$ cat config.mk
export PLATFORM = sky130hd
export DESIGN_NAME = up_down_counter
export DESIGN_NICKNAME = d
export VERILOG_FILES = /design/src/rtl/up_down_counter.sv
export SDC_FILE = /design/constraint.sdc
export NUM_CORES = 1
export LEC_CHECK = 0
export BUFFER_PORTS_ARGS = -buffer_cell sky130_fd_sc_hd__buf_2
export CAP_MARGIN = 10
export CORE_AREA = 5 5 42 44
export DETAILED_ROUTE_END_ITERATION = 10
export DIE_AREA = 0 0 47 49
export PLACE_DENSITY = 0.67
export SLEW_MARGIN = 30
export SYNTH_ARGS = -nofsm -noshare
export SYNTH_HDL_FRONTEND = slang
export SYNTH_SLANG_ARGS = --single-unit
$ cat constraint.sdc
create_clock -name clk -period 2.7 [get_ports clk]
set_clock_uncertainty 0.2 [all_clocks]
set_input_delay 0.54 -clock clk [delete_from_list [all_inputs] [get_ports clk]]
set_output_delay 0.54 -clock clk [all_outputs]
set_load 0.03 [all_outputs]
$ cat src/rtl/up_down_counter.sv
// Purpose: presettable modulo-N up/down counter (decade by default) with terminal-count flags.
// Latency: q updates one clk edge after load/count is sampled; tcu/tcd are combinational from q and enables.
// Backpressure: none; every edge either loads, counts or holds, and the counter never stalls.
module up_down_counter #(
  parameter int MODULUS = 10
) (
  input  logic       clk,
  input  logic       reset,
  input  logic       pl,
  input  logic       up,
  input  logic       down,
  input  logic [3:0] d,
  output logic [3:0] q,
  output logic       tcu,
  output logic       tcd
);

  // Highest in-range count; anything above it is reachable only by a parallel load.
  localparam logic [3:0] MAX_COUNT = 4'(MODULUS - 1);

  // Counting happens only when exactly one direction is requested; up==down means hold.
  logic count_up;
  logic count_down;
  logic [3:0] q_inc;
  logic [3:0] q_dec;

  assign count_up   = up & ~down;
  assign count_down = down & ~up;

  // Next values for each direction. Out-of-range loaded values wrap to 0 going up
  // and simply step down by one, so q never leaves 0..15 and never needs a carry bit.
  always_comb begin
    q_inc = q + 4'd1;
    q_dec = q - 4'd1;
    if (q >= MAX_COUNT) begin
      q_inc = 4'd0;
    end
    if (q == 4'd0) begin
      q_dec = MAX_COUNT;
    end
  end

  // Count register: reset beats load, load beats count, otherwise hold.
  always_ff @(posedge clk or posedge reset) begin
    if (reset) begin
      q <= 4'd0;
    end else if (!pl) begin
      q <= d;
    end else if (count_up) begin
      q <= q_inc;
    end else if (count_down) begin
      q <= q_dec;
    end
  end

  // Terminal-count flags look at the present q and enables only, so a pending load
  // does not mask them; the exclusive enables guarantee they are never both high.
  always_comb begin
    tcu = count_up   && (q == MAX_COUNT);
    tcd = count_down && (q == 4'd0);
  end

endmodule

==> run metrics <==
outcome complete, no violations; sequential area share after synthesis 21.4%; initial core utilization 33.3%; YS warnings 0; pin count of the biggest net entering global routing 11; Slew Viols, Final 0; Clock Path Buffers 2; Reg with most FFs q; crit path capture type output pin; CTS tree done; Fin. Hold Viols 0; critical path launch point type register; Tot Pwr about 0.29 mW; DR DRC count 0; Initial DRC Count 11; synthesized area 467 µm²; Ports 15; Die H 49 µm; WP data arrival 1.77 ns; Switching Fraction between 40% and 50%; Setup TNS Final 0 ns; number of global-route vias before repair between 400 and 500; dominant cell type by area after synthesis dfrtp_1; Reg clk slew, reported paths ~0.04 ns; worst slew pin tran ~0.33 ns; Rows 14; Post-synth EDFFs 0; min Tclk post-route about 2.5 ns; width of the die ~47 µm; nets slightly below 90; FMAX approximately 0.4 GHz; Clock power frac around a quarter; max reg flops 4; first-pass GRT wire length slightly below 2000 µm; Max-Cap Viols 0; internal power around 0.17 mW; CTS Sinks 4; combinational power share about 42%; Detailed Place HPWL ~880 µm; Post-Route WL 1130 µm; worst-path maximum fanout 9; CORE AREA approximately 1400 µm²; dpl ws between 0.4 and 0.5 ns; GRT Total Usage a little under an eighth; ANT nets after route 0; Via Count slightly below 500; area of the multi-input gates between 300 and 400 µm²; critical path class register to output pin; commonest non-fill, non-tap cell in the layout buf_2; FILL cells approximately 150; wire length per cell ~13 µm; cts repair resizes 0; Layout area overhead 22.3%; synth unique cells 30; FF+latch area ~100 µm²; commonest cells after routing, fill and taps aside buf_2 (14), inv_1 (5), nor2_1 (5), ha_1 (4), dfrtp_1 (4); RePlAce Congestion between 0.8 and 0.9; syn_area_per_cell 8.33 µm²; fraction of layout cells with a size suffix above 1 a little under a third; sequential share of power 31.4%; Req. time, crit path approximately 2.0 ns; period utilization a little over 90%; Sw Pwr about 0.12 mW; top post-synthesis cells by area dfrtp_1 (21%), ha_1 (11%), inv_1 (4.0%); antenna violations before repair 0; Slew headroom 77.6%; final core utilization 40.7%; port bufs 14; RSZ-0062 raised after global routing no; Synth Flop Type dfrtp_1; root buf cell clkbuf_4; CP cell instances inv_1 > ha_1 > or3b_4 > nor2_1 > buf_2; ant diodes 0; Async SR Flop Fraction 100%; # H-tree levels 1; Via density approximately 5.5; Slowest-stage cell, CP dfrtp_1; Worst Hold Class input pin to register; #FFs+latches synth 4; area fraction of the dominant cell type after synthesis around 21%; slowest cell delay on critical path 0.46 ns; Die ar. about 2300 µm²; Detailed Routing Iterations Pass 1 4; VDD IR max about 0.46 mV; Leak 0.276 nW; final setup violation count 0; CTS Buf Count 3; Mapped Cells between 50 and 60; setup ws final between 0.15 and 0.2 ns; latest clock arrival within the worst-skew pair ~0.24 ns; largest registers q: 4 flops; power per cell area between 500 and 600 nW/µm²; GR Overflow Total 0; synthesized net count 69
-- cells in the mapped netlist, types with 2 or more instances --
cell      n
o31ai_1   2
dfrtp_1   4
inv_1     5
nand2b_1  3
o211ai_1  2
a21oi_1   2
nor2b_1   3
ha_1      4
nor2_1    5
nand2_1   3
nand3_1   2
a31oi_1   2
and2b_1   2
-- worst max-delay path, delay by kind of cell (launching register included) --
| family | cells | cell delay (ns) |
|---|---|---|
| buf+inv | 2 | 0.35 |
| fa+ha+maj | 1 | 0.23 |
| flops | 1 | 0.46 |
| simple gates | 2 | 0.50 |
-- layer usage --
metal  wire (µm)  vias to the layer above  part of all wire (%)  global-route usage [%]
met4           0                        0                     0                       0
met3          90                        0                   8.0                    5.90
met1         485                      223                    43                    14.7
met5           0                        -                     0                       0
li1            -                      242                     -                       -
met2         551                       16                    49                    17.6
-- timing repair --
action | in CTS | in global routing
hold endpoints to repair | 4 | 0
hold buffers | 1 | 0
buffers inserted | 0 | 0
-- worst paths after layout --
path | startpoint | to | cells after the start | slack (ns)
max | q[0] | tcd | 5 | 0.19
min | d[3] | q[3] | 3 | 0.37
max reg2reg | q[0] | q[1] | 6 | 0.80
min reg2reg | q[1] | q[1] | 1 | 0.53
max in group asynchronous | reset | q[0] | 3 | 1.61
min in group asynchronous | reset | q[3] | 3 | 0.53
-- per-stage QoR --
stage	instance area, µm²	hold WS [ns]	instances
floorplan	467	0.106	56
global placement	538	0.228	84
detailed placement	538	0.233	84
CTS	571	0.370	88
global route	571	0.380	88
finish	571	0.368	88
-- power groups by stage --
stage	registers [mW]	clock network [mW]	logic [mW]
finish	0.0897	0.0754	0.120
CTS	0.0894	0.0775	0.122
global route	0.0921	0.0885	0.134
global placement	0.0904	0	0.119
detailed placement	0.0904	0	0.120
floorplan	0.0996	0	0.0823
-- cells by family after synthesis --
group                    synth area share, %
adder cells (fa/ha/maj)                 10.7
buffers and inverters                   8.04
AND/OR/NAND/NOR                         32.7
AO/OA/AOI/OAI                           27.1
flip-flops                              21.4
-- cell type report --
cell class,count,share of cell area [%]
clock buffers,3,3.95
repair buffers,15,14.0
multi-input cells,45,57.7
inverters,5,3.29
well taps,16,3.51
flip-flops and latches,4,17.5
Note: power is estimated with default switching activity, not from simulation.
